<file path="src/rtl/gcd_reduce_if.sv">
// gcd_reduce_if
//   Bundles the gcd_reduce signals: the operand handshake from the source,
//   the issue/result handshake with the external gcd engine, and the
//   reduced-fraction handshake to the downstream consumer.
//
// Parameters
//   N                     operand width; must match the attached gcd engine
//
// Signals
//   in_num / in_den       signed numerator / denominator from the source
//   in_valid / in_ready   operand handshake
//   gcd_a / gcd_b         operands presented to the gcd engine
//   gcd_input_available   operands offered to the gcd engine
//   gcd_idle              gcd engine ready to take operands
//   gcd_result_available  gcd engine result valid
//   gcd_result_taken      result consumed by the reducer
//   gcd_out               unsigned gcd magnitude
//   out_num               signed reduced numerator, N+1 bits
//   out_den               unsigned reduced denominator
//   out_undef             original denominator was zero
//   out_valid / out_ready result handshake
//
// Modports
//   master  view used by gcd_reduce itself
//   slave   view of the surrounding environment (source, gcd engine, sink)
interface gcd_reduce_if #(
  parameter int N = 8
);
  logic [N-1:0] in_num;
  logic [N-1:0] in_den;
  logic         in_valid;
  logic         in_ready;
  logic [N-1:0] gcd_a;
  logic [N-1:0] gcd_b;
  logic         gcd_input_available;
  logic         gcd_idle;
  logic         gcd_result_available;
  logic         gcd_result_taken;
  logic [N-1:0] gcd_out;
  logic [N:0]   out_num;
  logic [N-1:0] out_den;
  logic         out_undef;
  logic         out_valid;
  logic         out_ready;

  modport master (
    input  in_num, in_den, in_valid,
    input  gcd_idle, gcd_result_available, gcd_out,
    input  out_ready,
    output in_ready,
    output gcd_a, gcd_b, gcd_input_available, gcd_result_taken,
    output out_num, out_den, out_undef, out_valid
  );

  modport slave (
    output in_num, in_den, in_valid,
    output gcd_idle, gcd_result_available, gcd_out,
    output out_ready,
    input  in_ready,
    input  gcd_a, gcd_b, gcd_input_available, gcd_result_taken,
    input  out_num, out_den, out_undef, out_valid
  );
endinterface

</file>
<file path="src/rtl/gcd_reduce.sv">
// gcd_reduce
//   Fraction reduction stage. Captures a signed numerator/denominator pair,
//   hands it to an external gcd engine, takes the gcd back and divides the
//   magnitudes of both operands by it with a bit-serial restoring divider
//   (one quotient bit per cycle). The reduced fraction is emitted with the
//   sign carried entirely by the numerator and an unsigned denominator.
//
// Ports
//   clk    rising-edge clock
//   reset  asynchronous, active-low reset
//   bus    gcd_reduce_if.master: operand input, gcd engine link, result output
//
// Configuration
//   GCD_REDUCE_UNITY_BYPASS_EN  when defined, a gcd of 1 skips the divider and
//                               the magnitudes are emitted directly; when
//                               undefined, g==1 takes the full divide path.
//                               Values are identical, only latency differs.
module gcd_reduce #(
  parameter int N = 8
) (
  input logic         clk,
  input logic         reset,
  gcd_reduce_if.master bus
);

  localparam int CW = (N > 1) ? $clog2(N) : 1;

`ifdef GCD_REDUCE_UNITY_BYPASS_EN
  localparam bit UnityBypass = 1'b1;
`else
  localparam bit UnityBypass = 1'b0;
`endif

  typedef enum logic [2:0] {
    IDLE,
    ISSUE,
    WAIT,
    DIV_NUM,
    DIV_DEN,
    DONE
  } state_t;

  state_t        state_q, state_d;
  logic [N-1:0]  num_q, num_d;
  logic [N-1:0]  den_q, den_d;
  logic          sneg_q, sneg_d;
  logic          undef_q, undef_d;
  logic [N-1:0]  g_q, g_d;
  logic [N-1:0]  qNum_q, qNum_d;
  logic [N-1:0]  div_q, div_d;
  logic [N-1:0]  rem_q, rem_d;
  logic [CW-1:0] cnt_q, cnt_d;
  logic [N:0]    outNum_q, outNum_d;
  logic [N-1:0]  outDen_q, outDen_d;
  logic          outUndef_q, outUndef_d;

  logic [N-1:0]  absNum;
  logic [N-1:0]  absDen;
  logic [N:0]    trial;
  logic          fits;
  logic [N-1:0]  remStep;
  logic [N-1:0]  divStep;
  logic          lastStep;

  // Attach the fraction sign to an unsigned magnitude. One extra bit keeps
  // +2^(N-1) representable, which arises from |-2^(N-1)| / 1.
  function automatic logic [N:0] applySign(input logic neg, input logic [N-1:0] mag);
    logic [N:0] wide;
    wide = {1'b0, mag};
    return neg ? (~wide + (N+1)'(1)) : wide;
  endfunction

  // Magnitudes as N-bit unsigned values; the most negative operand maps to
  // 2^(N-1), which still fits in N unsigned bits.
  always_comb begin
    absNum = num_q[N-1] ? (~num_q + N'(1)) : num_q;
    absDen = den_q[N-1] ? (~den_q + N'(1)) : den_q;
  end

  // One restoring-division step: shift the next dividend bit into the
  // partial remainder, subtract the divisor when it fits and shift the
  // resulting quotient bit into the vacated low end of the dividend register.
  // The partial remainder is always below g, so the subtraction result fits
  // in N bits and the top bit of the trial value only matters for the compare.
  always_comb begin
    trial    = {rem_q, div_q[N-1]};
    fits     = (trial >= {1'b0, g_q});
    remStep  = fits ? (trial[N-1:0] - g_q) : trial[N-1:0];
    divStep  = {div_q[N-2:0], fits};
    lastStep = (cnt_q == CW'(N - 1));
  end

  // State and datapath registers. Everything clears on reset, which drops
  // any operation in flight.
  always_ff @(posedge clk or negedge reset) begin
    if (!reset) begin
      state_q    <= IDLE;
      num_q      <= '0;
      den_q      <= '0;
      sneg_q     <= 1'b0;
      undef_q    <= 1'b0;
      g_q        <= '0;
      qNum_q     <= '0;
      div_q      <= '0;
      rem_q      <= '0;
      cnt_q      <= '0;
      outNum_q   <= '0;
      outDen_q   <= '0;
      outUndef_q <= 1'b0;
    end else begin
      state_q    <= state_d;
      num_q      <= num_d;
      den_q      <= den_d;
      sneg_q     <= sneg_d;
      undef_q    <= undef_d;
      g_q        <= g_d;
      qNum_q     <= qNum_d;
      div_q      <= div_d;
      rem_q      <= rem_d;
      cnt_q      <= cnt_d;
      outNum_q   <= outNum_d;
      outDen_q   <= outDen_d;
      outUndef_q <= outUndef_d;
    end
  end

  // Next-state and datapath control. The divider is shared: the numerator
  // magnitude goes through first, its quotient is parked in qNum, then the
  // denominator magnitude is loaded and its quotient goes straight to the
  // output register on the way into DONE.
  always_comb begin
    state_d    = state_q;
    num_d      = num_q;
    den_d      = den_q;
    sneg_d     = sneg_q;
    undef_d    = undef_q;
    g_d        = g_q;
    qNum_d     = qNum_q;
    div_d      = div_q;
    rem_d      = rem_q;
    cnt_d      = cnt_q;
    outNum_d   = outNum_q;
    outDen_d   = outDen_q;
    outUndef_d = outUndef_q;

    unique case (state_q)
      IDLE: begin
        if (bus.in_valid) begin
          num_d   = bus.in_num;
          den_d   = bus.in_den;
          // A zero numerator must come out as non-negative zero.
          sneg_d  = (bus.in_num != '0) && (bus.in_num[N-1] ^ bus.in_den[N-1]);
          undef_d = (bus.in_den == '0);
          state_d = ISSUE;
        end
      end

      ISSUE: begin
        if (bus.gcd_idle) begin
          state_d = WAIT;
        end
      end

      WAIT: begin
        if (bus.gcd_result_available) begin
          g_d = bus.gcd_out;
          if (bus.gcd_out == '0) begin
            // Only 0/0 produces a zero gcd; there is nothing to divide.
            outNum_d   = '0;
            outDen_d   = '0;
            outUndef_d = undef_q;
            state_d    = DONE;
          end else if (UnityBypass && (bus.gcd_out == N'(1))) begin
            outNum_d   = applySign(sneg_q, absNum);
            outDen_d   = absDen;
            outUndef_d = undef_q;
            state_d    = DONE;
          end else begin
            div_d   = absNum;
            rem_d   = '0;
            cnt_d   = '0;
            state_d = DIV_NUM;
          end
        end
      end

      DIV_NUM: begin
        div_d = divStep;
        rem_d = remStep;
        cnt_d = cnt_q + CW'(1);
        if (lastStep) begin
          qNum_d  = divStep;
          div_d   = absDen;
          rem_d   = '0;
          cnt_d   = '0;
          state_d = DIV_DEN;
        end
      end

      DIV_DEN: begin
        div_d = divStep;
        rem_d = remStep;
        cnt_d = cnt_q + CW'(1);
        if (lastStep) begin
          cnt_d      = '0;
          outNum_d   = applySign(sneg_q, qNum_q);
          outDen_d   = divStep;
          outUndef_d = undef_q;
          state_d    = DONE;
        end
      end

      DONE: begin
        if (bus.out_ready) begin
          state_d = IDLE;
        end
      end

      default: begin
        state_d = IDLE;
      end
    endcase
  end

  // in_ready is qualified with reset so it stays low while reset is held and
  // comes up as soon as reset is released, the state already being IDLE.
  assign bus.in_ready            = (state_q == IDLE) && reset;
  assign bus.gcd_input_available = (state_q == ISSUE);
  assign bus.gcd_result_taken    = (state_q == WAIT) && bus.gcd_result_available;
  assign bus.out_valid           = (state_q == DONE);
  assign bus.gcd_a               = num_q;
  assign bus.gcd_b               = den_q;
  assign bus.out_num             = outNum_q;
  assign bus.out_den             = outDen_q;
  assign bus.out_undef           = outUndef_q;

endmodule

</file>
<file path="src/flat_wrapper.sv">
// flat-port wrapper written by rule: the top's interface ports become plain ports
module gcd_reduce_flat 
#(
  parameter int N = 8
)
  (clk, reset, bus_in_num, bus_in_den, bus_in_valid, bus_gcd_idle, bus_gcd_result_available, bus_gcd_out, bus_out_ready, bus_in_ready, bus_gcd_a, bus_gcd_b, bus_gcd_input_available, bus_gcd_result_taken, bus_out_num, bus_out_den, bus_out_undef, bus_out_valid);
  gcd_reduce_if #(.N(N)) bus_i ();
  input logic clk;
  input logic reset;
  input wire logic [$bits(bus_i.in_num)-1:0] bus_in_num;
  input wire logic [$bits(bus_i.in_den)-1:0] bus_in_den;
  input wire logic [$bits(bus_i.in_valid)-1:0] bus_in_valid;
  input wire logic [$bits(bus_i.gcd_idle)-1:0] bus_gcd_idle;
  input wire logic [$bits(bus_i.gcd_result_available)-1:0] bus_gcd_result_available;
  input wire logic [$bits(bus_i.gcd_out)-1:0] bus_gcd_out;
  input wire logic [$bits(bus_i.out_ready)-1:0] bus_out_ready;
  output wire logic [$bits(bus_i.in_ready)-1:0] bus_in_ready;
  output wire logic [$bits(bus_i.gcd_a)-1:0] bus_gcd_a;
  output wire logic [$bits(bus_i.gcd_b)-1:0] bus_gcd_b;
  output wire logic [$bits(bus_i.gcd_input_available)-1:0] bus_gcd_input_available;
  output wire logic [$bits(bus_i.gcd_result_taken)-1:0] bus_gcd_result_taken;
  output wire logic [$bits(bus_i.out_num)-1:0] bus_out_num;
  output wire logic [$bits(bus_i.out_den)-1:0] bus_out_den;
  output wire logic [$bits(bus_i.out_undef)-1:0] bus_out_undef;
  output wire logic [$bits(bus_i.out_valid)-1:0] bus_out_valid;
  assign bus_i.in_num = bus_in_num;
  assign bus_i.in_den = bus_in_den;
  assign bus_i.in_valid = bus_in_valid;
  assign bus_i.gcd_idle = bus_gcd_idle;
  assign bus_i.gcd_result_available = bus_gcd_result_available;
  assign bus_i.gcd_out = bus_gcd_out;
  assign bus_i.out_ready = bus_out_ready;
  assign bus_in_ready = bus_i.in_ready;
  assign bus_gcd_a = bus_i.gcd_a;
  assign bus_gcd_b = bus_i.gcd_b;
  assign bus_gcd_input_available = bus_i.gcd_input_available;
  assign bus_gcd_result_taken = bus_i.gcd_result_taken;
  assign bus_out_num = bus_i.out_num;
  assign bus_out_den = bus_i.out_den;
  assign bus_out_undef = bus_i.out_undef;
  assign bus_out_valid = bus_i.out_valid;
  gcd_reduce #(.N(N)) u_core (.clk(clk), .reset(reset), .bus(bus_i));
endmodule
</file>
<file path="config.mk">
export PLATFORM = sky130hd
export DESIGN_NAME = gcd_reduce_flat
export DESIGN_NICKNAME = d
export VERILOG_FILES = /design/src/rtl/gcd_reduce_if.sv /design/src/rtl/gcd_reduce.sv /design/src/flat_wrapper.sv
export SDC_FILE = /design/constraint.sdc
export NUM_CORES = 1
export LEC_CHECK = 0
export CAP_MARGIN = 20
export CORE_UTILIZATION = 48
export DETAILED_ROUTE_END_ITERATION = 12
export GPL_ROUTABILITY_DRIVEN = 0
export PLACE_DENSITY = 0.74
export SYNTH_ARGS = -nofsm -noshare
export SYNTH_HDL_FRONTEND = slang
export SYNTH_SLANG_ARGS = --single-unit
</file>
<file path="constraint.sdc">
create_clock -name clk -period 2.2 [get_ports clk]
set_input_delay 0.33 -clock clk [delete_from_list [all_inputs] [get_ports clk]]
set_output_delay 0.33 -clock clk [all_outputs]
set_load 0.005 [all_outputs]
</file>
==> metrics, run 1 <==
Synth top area share=0.4650; # rows=32; synth top area cells=dfrtp_1 46%, nand2_1 5.7%, o21ai_0 4.4%; worst hold slack=a little under 300 ps; DRT Pass-1 Iters=4; Slew @ Worst Pin=933.7 ps; Worst-Skew Late Latency=350 ps; final setup fails=0; antenna violations before repair=0; Peak Freq=0.4825 GHz; fin util=0.6236; die width=93.09 um; CTS tree=built; worst reg2reg endpoint=u_core.rem_q[6]$_DFFE_PN0P_; synthesis-stage register bit count=74; crit path max fanout=12; Area Overhead vs Synth=23.50%; Nets=about 510; detailed-placement wirelength estimate=6799 um; Reg-to-Reg Start=u_core.div_q[7]$_DFFE_PN0P_; net switching power=2850 uW; pre-CTS setup slack=100.1 ps; pwr dens=1411 nW/um^2; PnR worst setup slack=around 130 ps; Total Wirelength=9442 um; post-CTS setup buffer count=0; pin count of the biggest net entering global routing=between 70 and 80; vias in the first global route=3,180; Core ar.=7888 sq um; TritonCTS Buffers=9; Antenna Nets Post-Route=0; Cell Int Power=4090 uW; Slew Viols, Final=0; Crit Path Class=flip-flop to output port; Tightest Hold Check Type=input port to asynchronous set/reset pin; diode count=0; Clock Power Share=0.135; Starting Density=0.5049; Worst Skew=8.187 ps; count of input and output buffers=67; startpoint types=flip-flop; EDFF count, synth=0; FFs w/ async S/R, synth=1.000; Worst-path clk slew=70 ps; die area=8665 sq um; CTS Sinks=74; leak pwr=~0.0021 uW; Setup crit end kind=output port; Root Driver=clkbuf_8; # DRC=0; area of the mapped netlist=between 3000 and 4000 sq um; sequential power share=0.359; Worst R2R Path Depth=9; register area=1854 sq um; Seq/Total Area, Yosys=0.4650; arrival time at the worst endpoint=1740 ps; Max Cap Viol=0; Switching Share=0.4107; first-pass GRT wire length=15,760 um; Ports=68; Overflow after GRT=0; Synth cell types=60; flop-to-flop setup slack=130 ps; Initial DRC Count=183; Mapped Cells=between 400 and 500; WP data required=roughly 1900 ps; combinational share of power=0.507; fin crit period=roughly 2100 ps; leading area contributor after synthesis=dfrtp_1; Vias/cell=5.660; final hold vios=0; fraction of layout instances using a drive strength above 1=0.1245; area occupied by multi-input gates=1949 sq um; Max VDD drop=607.7 uV; htree depth=3; Final period util=0.9420; Rel. slew slack=0.3775; Synth warnings=0; all-layer global routing usage=0.2340; # fillers=between 600 and 700; via count=3,260; wire per inst=16.39 um; clock tree buffer depth=2; hold_buf cts=0; run status=completed; Die Height=between 90 and 100 um; Synth Area per Inst=9.932 sq um; Most used DFF post-synth=dfrtp_1; syn nets=445
## worst max-delay path, cell delays in order (launching register included)
cell,delay [ps]
dfrtp_2,490
nand3b_1,240
nor2_2,160
clkdlybuf4s50_1,520
## Yosys cell counts (2+ instances only)
library cell / n
a211oi_1: 3
a21boi_0: 5
a21o_1: 2
a21oi_1: 14
a21oi_2: 4
a221oi_1: 2
a222oi_1: 2
a22o_1: 7
a22oi_1: 3
a31oi_1: 2
a32oi_1: 5
and2_1: 4
buf_2: 10
buf_4: 3
clkbuf_1: 3
dfrtp_1: 74
ha_1: 13
inv_1: 20
mux2_2: 15
mux2i_1: 3
nand2_1: 60
nand2b_1: 4
nand3_1: 8
nor2_1: 19
nor2_2: 2
nor2b_1: 4
nor3_1: 4
nor4_1: 6
nor4b_1: 2
o211ai_1: 2
o21ai_0: 35
o311ai_0: 4
o31ai_1: 9
or4_1: 2
or4_4: 2
xnor2_1: 9
xor2_1: 12
## stage by stage
stage / setup TNS [ps] / instances / power [uW] / cell area [sq um]
final: 0 / 576 / 6940 / 4918
after detailed placement: 0 / 561 / 5936 / 4736
after global placement: 0 / 561 / 5798 / 4736
after CTS: 0 / 576 / 6910 / 4907
after floorplan: 0 / 401 / 4738 / 3983
after global routing: -25.84 / 576 / 7485 / 4918
## area by class of cell
cell class / count / share of cell area
Tap cell: 102 / 0.02595
Sequential cell: 74 / 0.3770
Multi-Input combinational cell: 288 / 0.3963
Clock inverter: 2 / 0.002544
Timing Repair Buffer: 77 / 0.1506
Clock buffer: 13 / 0.03231
Inverter: 20 / 0.01526
## flip-flops by register name (all words and copies together) (netlist names)
signal                count
u_core.g_q                8
u_core.bus.gcd_a          8
u_core.bus.out_undef      1
u_core.state_q            3
u_core.bus.out_den        8
u_core.undef_q            1
u_core.sneg_q             1
u_core.cnt_q              3
u_core.rem_q              8
u_core.bus.out_num        9
u_core.bus.gcd_b          8
u_core.div_q              8
u_core.qNum_q             8
## metal layers
layer  vias to the layer above  part of all wire  track usage
met3                        11             0.058      0.03984
li1                       1574                 -            -
met2                       104              0.47       0.3572
met1                      1571              0.46       0.3356
met5                         -                 0            0
met4                         0             0.015      0.08333
## cell families (layout without fill, tap and decap cells)
| group | count (synthesis) | in the layout | synth area share |
|---|---|---|---|
| adders and majority gates | 14 | 14 | 0.04587 |
| muxes | 18 | 18 | 0.04995 |
| AOI/OAI and AO/OA | 113 | 113 | 0.1973 |
| DFF | 74 | 74 | 0.4650 |
| and+or+nand+nor | 122 | 122 | 0.1480 |
| xor gates and xnor gates | 21 | 21 | 0.04618 |
| buffers and inverters | 39 | 112 | 0.04775 |
## worst max-delay path by stage
stage	from	to	slack (ps)	cells after the start
6_report	u_core.state_q[2]$_DFFE_PN0P_	bus_gcd_result_taken	130	3
5_1_grt	u_core.div_q[7]$_DFFE_PN0P_	u_core.rem_q[6]$_DFFE_PN0P_	-30	9
4_1_cts	u_core.state_q[2]$_DFFE_PN0P_	bus_gcd_result_taken	70	3
3_5_place_dp	bus_gcd_out[5]	u_core.div_q[4]$_DFFE_PN0P_	100	6
3_3_place_gp	bus_gcd_out[5]	u_core.div_q[4]$_DFFE_PN0P_	160	6
2_1_floorplan	u_core.cnt_q[0]$_DFFE_PN0P_	u_core.state_q[0]$_DFFE_PN0P_	320	8
## power groups by stage
stage	registers [uW]	logic, uW	clock network [uW]
detailed placement	2500	3440	0
finish	2490	3520	935
global route	2580	3900	1000
floorplan	2270	2460	0
CTS	2480	3480	952
global placement	2460	3330	0
## repair_timing
item,in CTS,in global routing
hold endpoints to repair,0,0
gates resized for setup,0,5
setup endpoints to repair,0,5
## cell usage in the layout (no fill, tap or decap), drive strengths merged, types with 2 or more instances in the layout
master         instances
a211oi                 3
a21boi                 5
a21o                   3
a21oi                 19
a221oi                 2
a222oi                 2
a22o                   8
a22oi                  3
a31oi                  2
a32oi                  5
and2                   4
buf                   11
clkbuf                13
clkdlybuf4s50         66
dfrtp                 74
ha                    13
inv                   20
mux2                  15
mux2i                  3
nand2                 60
nand2b                 4
nand3                  8
nor2                  22
nor2b                  4
nor3                   4
nor4                   6
nor4b                  2
o211ai                 2
o21ai                 37
o22ai                  2
o311ai                 4
o31ai                  9
or4                    4
xnor2                  9
xor2                  12
(Power assumes the default switching activity.)
==> run 2: changes to the inputs <==
--- a/config.mk
+++ b/config.mk
@@ -8,7 +8,6 @@
 export CAP_MARGIN = 20
 export CORE_UTILIZATION = 48
 export DETAILED_ROUTE_END_ITERATION = 12
-export GPL_ROUTABILITY_DRIVEN = 0
 export PLACE_DENSITY = 0.74
 export SYNTH_ARGS = -nofsm -noshare
 export SYNTH_HDL_FRONTEND = slang
==> results of run 2 <==
Final layout, timing and power as in run 1 (identical DEF).
